`config.mk`:
```
export PLATFORM = sky130hd
export DESIGN_NAME = wb_daq_sram_writer_flat
export DESIGN_NICKNAME = d
export VERILOG_FILES = /design/src/rtl/wb_daq_sram_writer_pkg.sv /design/src/rtl/wb_daq_sram_writer_if.sv /design/src/rtl/wb_daq_wr_pointer.sv /design/src/rtl/wb_daq_sram_writer.sv /design/src/flat_wrapper.sv
export SDC_FILE = /design/constraint.sdc
export NUM_CORES = 1
export LEC_CHECK = 0
export ABC_AREA = 1
export CAP_MARGIN = 20
export CORE_UTILIZATION = 46
export CTS_CLUSTER_SIZE = 10
export DETAILED_ROUTE_END_ITERATION = 8
export DONT_BUFFER_PORTS = 1
export GPL_ROUTABILITY_DRIVEN = 0
export HOLD_SLACK_MARGIN = 0.08
export PLACE_DENSITY_LB_ADDON = 0.1
export SYNTH_ARGS = -nofsm -noshare
export SYNTH_HDL_FRONTEND = slang
export SYNTH_SLANG_ARGS = --single-unit
```
`constraint.sdc`:
```
create_clock -name wb_clk -period 8.8 [get_ports wb_clk]
set_clock_uncertainty 0.05 [all_clocks]
set_input_delay 2.64 -clock wb_clk [delete_from_list [all_inputs] [get_ports wb_clk]]
set_output_delay 2.64 -clock wb_clk [all_outputs]
set_load 0.1 [all_outputs]
```
`src/rtl/wb_daq_sram_writer_pkg.sv`:
```
// Shared DAQ SRAM-writer definitions: FSM encoding, default widths, byte-select constant.
package wb_daq_sram_writer_pkg;
  localparam int         AW_DEF  = 32;
  localparam int         LW_DEF  = 16;
  localparam logic [3:0] SEL_ALL = 4'hF;

  typedef enum logic [2:0] {
    ST_IDLE,
    ST_CAPTURE,
    ST_WRITE,
    ST_DONE,
    ST_FULL
  } wr_state_e;
endpackage

```
`src/rtl/wb_daq_sram_writer_if.sv`:
```
// Wishbone master bus bundle used between the DAQ SRAM writer and the interconnect.
interface wb_daq_sram_writer_if #(parameter int AW = 32);
  logic [AW-1:0] wbm_adr_o;
  logic [31:0]   wbm_dat_o;
  logic [3:0]    wbm_sel_o;
  logic          wbm_cyc_o;
  logic          wbm_stb_o;
  logic          wbm_we_o;
  logic          wbm_ack_i;

  modport master (
    output wbm_adr_o, wbm_dat_o, wbm_sel_o, wbm_cyc_o, wbm_stb_o, wbm_we_o,
    input  wbm_ack_i
  );

  modport slave (
    input  wbm_adr_o, wbm_dat_o, wbm_sel_o, wbm_cyc_o, wbm_stb_o, wbm_we_o,
    output wbm_ack_i
  );
endinterface

```
`src/rtl/wb_daq_wr_pointer.sv`:
```
// Window write pointer: offset counter, terminal compare, wrap/full sticky flags, buffer-done pulse.
module wb_daq_wr_pointer #(
  parameter int LW = 16
) (
  input  logic          clk_i,
  input  logic          rst_ni,
  input  logic          clear_i,
  input  logic          adv_i,
  input  logic          wrap_en_i,
  input  logic [LW-1:0] length_i,
  output logic [LW-1:0] offset_o,
  output logic          last_o,
  output logic          full_o,
  output logic          wrapped_o,
  output logic          buffer_done_o
);

  logic [LW-1:0] offset_q, offset_d;
  logic          full_q, full_d;
  logic          wrapped_q, wrapped_d;
  logic          bd_q, bd_d;

  assign last_o = (offset_q == length_i - LW'(1));

  always_comb begin
    offset_d  = offset_q;
    full_d    = full_q;
    wrapped_d = wrapped_q;
    bd_d      = 1'b0;
    if (clear_i) begin
      offset_d  = '0;
      full_d    = 1'b0;
      wrapped_d = 1'b0;
    end else if (adv_i) begin
      if (last_o) begin
        bd_d = 1'b1;
        // non-wrap keeps offset at the last slot so it never exceeds length-1
        if (wrap_en_i) begin
          offset_d  = '0;
          wrapped_d = 1'b1;
        end else begin
          full_d = 1'b1;
        end
      end else begin
        offset_d = offset_q + LW'(1);
      end
    end
  end

  always_ff @(posedge clk_i or negedge rst_ni) begin
    if (!rst_ni) begin
      offset_q  <= '0;
      full_q    <= 1'b0;
      wrapped_q <= 1'b0;
      bd_q      <= 1'b0;
    end else begin
      offset_q  <= offset_d;
      full_q    <= full_d;
      wrapped_q <= wrapped_d;
      bd_q      <= bd_d;
    end
  end

  assign offset_o      = offset_q;
  assign full_o        = full_q;
  assign wrapped_o     = wrapped_q;
  assign buffer_done_o = bd_q;

endmodule

```
`src/rtl/wb_daq_sram_writer.sv`:
```
// DAQ channel consumer: pops packed sample words and writes them as a Wishbone master into an SRAM window.
module wb_daq_sram_writer
  import wb_daq_sram_writer_pkg::*;
#(
  parameter int AW = AW_DEF,
  parameter int LW = LW_DEF
) (
  input  logic                        wb_clk,
  input  logic                        wb_rst_n,
  input  logic                        enable,
  input  logic                        clear,
  input  logic                        wrap_en,
  input  logic [AW-1:0]               base_addr,
  input  logic [LW-1:0]               length,
  input  logic                        start_sram,
  input  logic [31:0]                 data_out,
  output logic                        data_done,
  wb_daq_sram_writer_if.master        wbm,
  output logic [LW-1:0]               offset,
  output logic                        full,
  output logic                        wrapped,
  output logic                        buffer_done
);

  wr_state_e   state_q, state_d;
  logic [31:0] data_q, data_d;
  logic        accept;
  logic        clr_ok;
  logic        ptr_last;
  logic        in_wr;

  wb_daq_wr_pointer #(.LW(LW)) u_ptr (
    .clk_i         (wb_clk),
    .rst_ni        (wb_rst_n),
    .clear_i       (clr_ok),
    .adv_i         (accept),
    .wrap_en_i     (wrap_en),
    .length_i      (length),
    .offset_o      (offset),
    .last_o        (ptr_last),
    .full_o        (full),
    .wrapped_o     (wrapped),
    .buffer_done_o (buffer_done)
  );

  always_comb begin
    state_d = state_q;
    data_d  = data_q;
    accept  = 1'b0;
    clr_ok  = 1'b0;
    case (state_q)
      ST_IDLE: begin
        clr_ok = clear;
        if (enable && (length != '0) && start_sram) state_d = ST_CAPTURE;
      end
      ST_CAPTURE: begin
        data_d  = data_out;
        state_d = ST_WRITE;
      end
      ST_WRITE: begin
        if (wbm.wbm_ack_i) begin
          accept  = 1'b1;
          state_d = (ptr_last && !wrap_en) ? ST_FULL : ST_DONE;
        end
      end
      // turnaround cycle lets the channel advance its FIFO before we resample
      ST_DONE: begin
        state_d = (enable && start_sram) ? ST_CAPTURE : ST_IDLE;
      end
      ST_FULL: begin
        if (clear) begin
          clr_ok  = 1'b1;
          state_d = ST_IDLE;
        end
      end
      default: state_d = ST_IDLE;
    endcase
  end

  always_ff @(posedge wb_clk or negedge wb_rst_n) begin
    if (!wb_rst_n) begin
      state_q <= ST_IDLE;
      data_q  <= '0;
    end else begin
      state_q <= state_d;
      data_q  <= data_d;
    end
  end

  // bus outputs decode straight from the state register so reset drops cyc immediately
  assign in_wr     = (state_q == ST_WRITE);
  assign data_done = (state_q == ST_CAPTURE);

  assign wbm.wbm_cyc_o = in_wr;
  assign wbm.wbm_stb_o = in_wr;
  assign wbm.wbm_we_o  = in_wr;
  assign wbm.wbm_sel_o = in_wr ? SEL_ALL : 4'h0;
  assign wbm.wbm_dat_o = in_wr ? data_q : 32'h0;
  assign wbm.wbm_adr_o = in_wr ? ((base_addr & ~AW'(3)) + AW'({offset, 2'b00})) : '0;

endmodule
```
`src/flat_wrapper.sv`:
```
// flat-port wrapper written by rule: the top's interface ports become plain ports
module wb_daq_sram_writer_flat import wb_daq_sram_writer_pkg::*;
#(
  parameter int AW = AW_DEF,
  parameter int LW = LW_DEF
)
  (wb_clk, wb_rst_n, enable, clear, wrap_en, base_addr, length, start_sram, data_out, data_done, offset, full, wrapped, buffer_done, wbm_wbm_adr_o, wbm_wbm_dat_o, wbm_wbm_sel_o, wbm_wbm_cyc_o, wbm_wbm_stb_o, wbm_wbm_we_o, wbm_wbm_ack_i);
  wb_daq_sram_writer_if #(.AW(AW)) wbm_i ();
  input  logic wb_clk;
  input  logic wb_rst_n;
  input  logic enable;
  input  logic clear;
  input  logic wrap_en;
  input  logic [AW-1:0] base_addr;
  input  logic [LW-1:0] length;
  input  logic start_sram;
  input  logic [31:0] data_out;
  output logic data_done;
  output logic [LW-1:0] offset;
  output logic full;
  output logic wrapped;
  output logic buffer_done;
  output wire logic [$bits(wbm_i.wbm_adr_o)-1:0] wbm_wbm_adr_o;
  output wire logic [$bits(wbm_i.wbm_dat_o)-1:0] wbm_wbm_dat_o;
  output wire logic [$bits(wbm_i.wbm_sel_o)-1:0] wbm_wbm_sel_o;
  output wire logic [$bits(wbm_i.wbm_cyc_o)-1:0] wbm_wbm_cyc_o;
  output wire logic [$bits(wbm_i.wbm_stb_o)-1:0] wbm_wbm_stb_o;
  output wire logic [$bits(wbm_i.wbm_we_o)-1:0] wbm_wbm_we_o;
  input wire logic [$bits(wbm_i.wbm_ack_i)-1:0] wbm_wbm_ack_i;
  assign wbm_wbm_adr_o = wbm_i.wbm_adr_o;
  assign wbm_wbm_dat_o = wbm_i.wbm_dat_o;
  assign wbm_wbm_sel_o = wbm_i.wbm_sel_o;
  assign wbm_wbm_cyc_o = wbm_i.wbm_cyc_o;
  assign wbm_wbm_stb_o = wbm_i.wbm_stb_o;
  assign wbm_wbm_we_o = wbm_i.wbm_we_o;
  assign wbm_i.wbm_ack_i = wbm_wbm_ack_i;
  wb_daq_sram_writer #(.AW(AW), .LW(LW)) u_core (.wb_clk(wb_clk), .wb_rst_n(wb_rst_n), .enable(enable), .clear(clear), .wrap_en(wrap_en), .base_addr(base_addr), .length(length), .start_sram(start_sram), .data_out(data_out), .data_done(data_done), .wbm(wbm_i), .offset(offset), .full(full), .wrapped(wrapped), .buffer_done(buffer_done));
endmodule
```
Yosys cells after proc, flatten, opt, wreduce, memory -nomap -nowiden

Index checks and enable logic that the tools add are counted.

Bits of input ports: 87
Memory bits (read-only): 0
Memory bits (writable): 0
Word-level logic and storage cells: 61
Register bits: 54
Memories kept: 0
Bits in latches: 0

Order comparisons: 0
$mul: 0
Shift-type cells: 0
Divide/modulo/power cells: 0
Equal/unequal tests: 10
Add/sub/neg operators: 3
Multiplexer cells: 28
Bitwise operators: 0
Reduce and logical (&&, ||, !) cells: 14

Operators by type and width:

| cell                                                   | count |
|---|---|
| two-way mux 16 bit                                     | 4 |
| two-way mux 32 bit                                     | 2 |
| adder 32 x 18 -> 32 bit                                | 1 |
| adder 16 x 1 -> 16 bit (second input constant)         | 1 |
| == test 16 bit                                         | 1 |
| nonzero test 16 bit                                    | 1 |
| subtractor 16 x 1 -> 16 bit (second input constant)    | 1 |
| two-way mux 1 bit                                      | 15 |
| one-hot mux 3 bit (5 select lines)                     | 1 |
| two-way mux 3 bit                                      | 4 |
| AND reduction 3 bit                                    | 3 |
| == test 3 x 2 -> 1 bit (second input constant)         | 2 |
| nonzero test 2 bit                                     | 3 |
| logical AND 1 bit                                      | 4 |
| two-way mux 4 bit                                      | 1 |
| inequality test 2 x 1 -> 1 bit (second input constant) | 2 |
| inequality test 2 bit (second input constant)          | 2 |
| == test 3 x 1 -> 1 bit (second input constant)         | 1 |
| == test 3 bit (second input constant)                  | 1 |
| logical NOT 3 bit                                      | 1 |
| inequality test 3 x 2 -> 1 bit (second input constant) | 1 |
| one-hot mux 1 bit (2 select lines)                     | 1 |
| AND reduction 2 bit                                    | 1 |
| logical NOT 1 bit                                      | 1 |

Logic depth before layout (Yosys ltp)

Word-level depth: 6
Mapped depth: 19
Depth with buffers taken out: 18

Cells and area by module

From an unflattened synthesis, not the netlist that was laid out.

Cells, all modules: 966
Area, all modules: 5624.1 sq um

Modules (own cells, without submodules):

| module             | instances | seq. area each (sq um) | area each (sq um) | cells each |
|---|---|---|---|---|
| wb_daq_sram_writer | 1         | 875.8                  | 3429.5            | 590 |
| wb_daq_wr_pointer  | 1         | 475.5                  | 2194.6            | 376 |

Least setup slack after synthesis

Ideal clock, no wire load.

Kind: input to output
Start: input base_addr[12]
End: output wbm_wbm_adr_o[23]
Setup slack: 0.477 ns
Arrival time: 5.633 ns
Cell stages on the path: 8
Path buffers: 0
Required time: 6.110 ns
Cell sequence: ha_1 nand2_1 nor2_1 nand2_1 o311ai_0 and2_1 o21ai_0 a21oi_1

Longest elaborated chain between the ends: 2

Ends and longest elaborated chain:

| what                    | line                     | RTL |
|---|---|---|
| start, declared         | flat_wrapper.sv:14       | `input logic [AW-1:0] base_addr;` |
| adder 32 x 18 -> 32 bit | wb_daq_sram_writer.sv:99 | `assign wbm.wbm_adr_o = in_wr ? ((base_addr & ~AW'(3)) + AW'({offset, 2'b00})) : '0;` |
| two-way mux 32 bit      | wb_daq_sram_writer.sv:99 |  |
| end, declared           | flat_wrapper.sv:23       | `output wire logic [$bits(wbm_i.wbm_adr_o)-1:0] wbm_wbm_adr_o;` |

No other way between the ends.

Worst setup path in the final report

Ends and elaborated chain as after synthesis.

==> insert_results.sql <==
INSERT INTO impl_metrics (metric_group, metric, value, unit) VALUES
('synth', 'prevailing_post_synth_register_cell', 'sky130_fd_sc_hd__dfrtp_1', ''),
('grt', 'total_global_routing_track_utilization', '0.245', ''),
('grt', 'grt_overflow', '0', ''),
('placement', 'portBuffers', '0', ''),
('setup_path', 'timing.rr.start', 'u_core.u_ptr.offset_o[5]', ''),
('power', 'power', '1.74', 'mW'),
('setup_path', 'cpMaxStageDelayCell', 'sky130_fd_sc_hd__o311ai_0', ''),
('sta', 'min_period', '7770', 'ps'),
('synth', 'synth_enable_flop_cells', '0', ''),
('synth', 'yosys_warnings', '0', ''),
('synth', 'synth_compound_area_frac', '0.116', ''),
('clock_tree', 'clkTransAtPathRegs', '110', 'ps'),
('sta', 'setup_total_negative_slack', '0', 'ps'),
('placement', 'hpwlAfterDp', '10800', 'um'),
('clock_tree', 'cts-htree-levels', '2', ''),
('synth', 'yosys.area_share.simple', '0.390', ''),
('final_layout', 'multiInputGateArea', '3170', 'um^2'),
('power', 'power_switching_share', '0.668', ''),
('sta', 'timing.final.hold_violations', '0', ''),
('final_layout', 'nets', '940', ''),
('sta', 'max_freq', '129', 'MHz'),
('synth', 'netlist_area', '4920', 'um^2'),
('detailed_routing', 'final_antenna_net_count', '0', ''),
('grt', 'first_global_vias', '4845', ''),
('power', 'ir_worst_vdd', '0.218', 'mV'),
('min_path', 'timing.hold.worst_path_depth', '2', ''),
('die', 'die_height', '105', 'um'),
('detailed_routing', 'drt-pass1-iter-count', '5', ''),
('clock_tree', 'post-cts-setup-buffer-count', '0', ''),
('job', 'cap_violations', '0', ''),
('setup_path', 'setup.worst_path.start_class', 'primary input', ''),
('synth', 'synth.mux.area_fraction', '0', ''),
('die', 'die_outline_area', '11100', 'um^2'),
('clock_tree', 'tritoncts_clock_tree', 'yes', ''),
('power', 'power.leakage', '2.84', 'nW'),
('setup_path', 'crit_required', '6110', 'ps'),
('setup_path', 'worst_setup_startpoint', 'base_addr[12]', ''),
('power', 'gate_power_share', '0.700', ''),
('detailed_routing', 'wl_per_cell', '14.0', 'um'),
('final_layout', 'final-instance-count-excl-fill', '971', ''),
('synth', 'yosysSeqAreaShare', '0.274', ''),
('die', 'io_pins', '178', ''),
('sta', 'grt_setup_unrepaired', 'false', ''),
('final_layout', 'layout_utilization', '0.541', ''),
('outcome', 'run_status', 'finished, final reports clean', ''),
('power', 'pwrdens', '310', 'nW/um^2'),
('die', 'fp.coreArea', '10400', 'um^2'),
('synth', 'synth_top_family_by_area', 'simple AND/OR/NAND/NOR gates', ''),
('setup_path', 'worstPathBufferInverterCount', '1', ''),
('die', 'placement_rows', '37', ''),
('setup_path', 'cp_top_family', 'compound AO/OA/AOI/OAI gates', ''),
('final_layout', 'layout_commonest_cell', 'sky130_fd_sc_hd__nand2_1', ''),
('setup_path', 'arrival', '5080', 'ps'),
('min_path', 'worstHoldPathType', 'flip-flop to flip-flop', ''),
('setup_path', 'reg2reg_depth', '13', ''),
('power', 'p_clk_frac', '0.085', ''),
('sta', 'worst_slew_margin_rel', '0.210', ''),
('grt', 'pin_count_of_the_biggest_net_entering_global_routing', '55', ''),
('min_path', 'hold_end', 'u_core.data_q[15]', ''),
('clock_tree', 'clk_root_buffer_cell', 'sky130_fd_sc_hd__clkbuf_8', ''),
('setup_path', 'r2r-end', 'u_core.u_ptr.offset_o[15]', ''),
('synth', 'syn_area_per_cell', '6.10', 'um^2'),
('synth', 'yosysUniqueCellTypes', '37', ''),
('power', 'share_seq_of_total_power', '0.214', ''),
('clock_tree', 'ctsResizeCount', '0', ''),
('setup_path', 'worst-setup-path-type', 'primary input to output pin', ''),
('synth', 'synth_adder_area_share', '0.0498', ''),
('final_layout', 'antenna-diode-count', '0', ''),
('detailed_routing', 'detailedRoute.firstIterationViolations', '339', ''),
('setup_path', 'crit_path_cell_trace', 'ha_1 -> nand2_1 -> nor2_1 -> nand2_1 -> o311ai_0 -> and2_1 -> o21ai_0 -> a21oi_2 -> buf_4', ''),
('die', 'initial_standard_cell_utilization_of_the_core', '0.475', '');
-- routing by layer --
layer	global-route usage	vias to the layer above	part of all wire	wire length, um
met3	0.0470	16	0.068	919
met1	0.316	2280	0.44	6010
met2	0.420	169	0.47	6430
met4	0.0634	0	0.015	202
met5	0	-	0	0
li1	-	2589	-	-
-- per-stage QoR --
step / area (um^2) / setup slack, ps
floorplan: 4930 / 477
global placement: 5510 / 1070
detailed placement: 5510 / 1020
CTS: 5610 / 1020
global route: 5610 / 776
finish: 5610 / 1030
-- flip-flops by register name (all words and copies together) (netlist names) --
signal and cells:
u_core.data_q 32, u_core.state_q 3, u_core.u_ptr.buffer_done_o 1, u_core.u_ptr.full_o 1
u_core.u_ptr.offset_o 16, u_core.u_ptr.wrapped_o 1
-- cell usage after synthesis (all sizes together), types with 2 or more instances --
| master | instances | area [um^2] |
|---|---|---|
| and3 | 2 | 12.5 |
| ha | 18 | 225 |
| dfrtp | 54 | 1350 |
| nor3 | 21 | 110 |
| clkbuf | 15 | 56.3 |
| nand2 | 226 | 871 |
| nand3b | 3 | 22.5 |
| xor2 | 22 | 193 |
| inv | 116 | 435 |
| clkinv | 2 | 7.51 |
| o21a | 2 | 15.0 |
| nor4 | 3 | 18.8 |
| xnor2 | 6 | 52.6 |
| nand4 | 8 | 50.1 |
| nand3 | 58 | 305 |
| buf | 11 | 87.6 |
| o21ai | 61 | 305 |
| a21oi | 40 | 200 |
| a21o | 2 | 15.0 |
| nor2 | 129 | 524 |
-- worst reg2reg max path, stage by stage, from the launching register on --
cell and delay [ps]:
sky130_fd_sc_hd__dfrtp_1 1120, sky130_fd_sc_hd__inv_1 240, sky130_fd_sc_hd__nand2_1 120, sky130_fd_sc_hd__nand2_1 70, sky130_fd_sc_hd__inv_1 50, sky130_fd_sc_hd__nand2_1 50, sky130_fd_sc_hd__nand2_1 90, sky130_fd_sc_hd__nand2_1 50
sky130_fd_sc_hd__nor3_1 220, sky130_fd_sc_hd__nand3_1 490, sky130_fd_sc_hd__nand2_1 210, sky130_fd_sc_hd__nor2_1 60, sky130_fd_sc_hd__nand2_1 70, sky130_fd_sc_hd__nand2_1 50
-- cell type report --
type / instances / share of cell area
Timing Repair Buffer: 45 / 0.0669
Clock inverter: 3 / 0.00513
Tap cell: 136 / 0.0303
Sequential cell: 54 / 0.241
Clock buffer: 5 / 0.0123
Multi-Input combinational cell: 610 / 0.566
Inverter: 118 / 0.0789
-- power by group through the flow --
stage          clock network [mW]  registers (mW)  logic [mW]
3_5_place_dp                    0           0.379        1.22
4_1_cts                     0.154           0.374        1.22
2_1_floorplan                   0           0.394        1.01
6_report                    0.149           0.373        1.22
5_1_grt                     0.162           0.381        1.29
3_3_place_gp                    0           0.376        1.20
-- cells by family after synthesis --
kind of cell,after synthesis
buffers and inverters,144
xor gates and xnor gates,28
and+or+nand+nor,451
adders and majority gates,19
other,1
DFF,54
AOI/OAI and AO/OA,110
-- worst max-delay path by stage --
stage	slack (ps)	cells past startpoint	to
after global placement	1070	9	wbm_wbm_adr_o[23]
after global routing	780	10	wbm_wbm_adr_o[21]
after CTS	1020	9	wbm_wbm_adr_o[23]
after floorplan	480	8	wbm_wbm_adr_o[23]
after detailed placement	1020	9	wbm_wbm_adr_o[23]
final	1030	9	wbm_wbm_adr_o[23]
No activity file was read; power rests on OpenSTA's default activity.
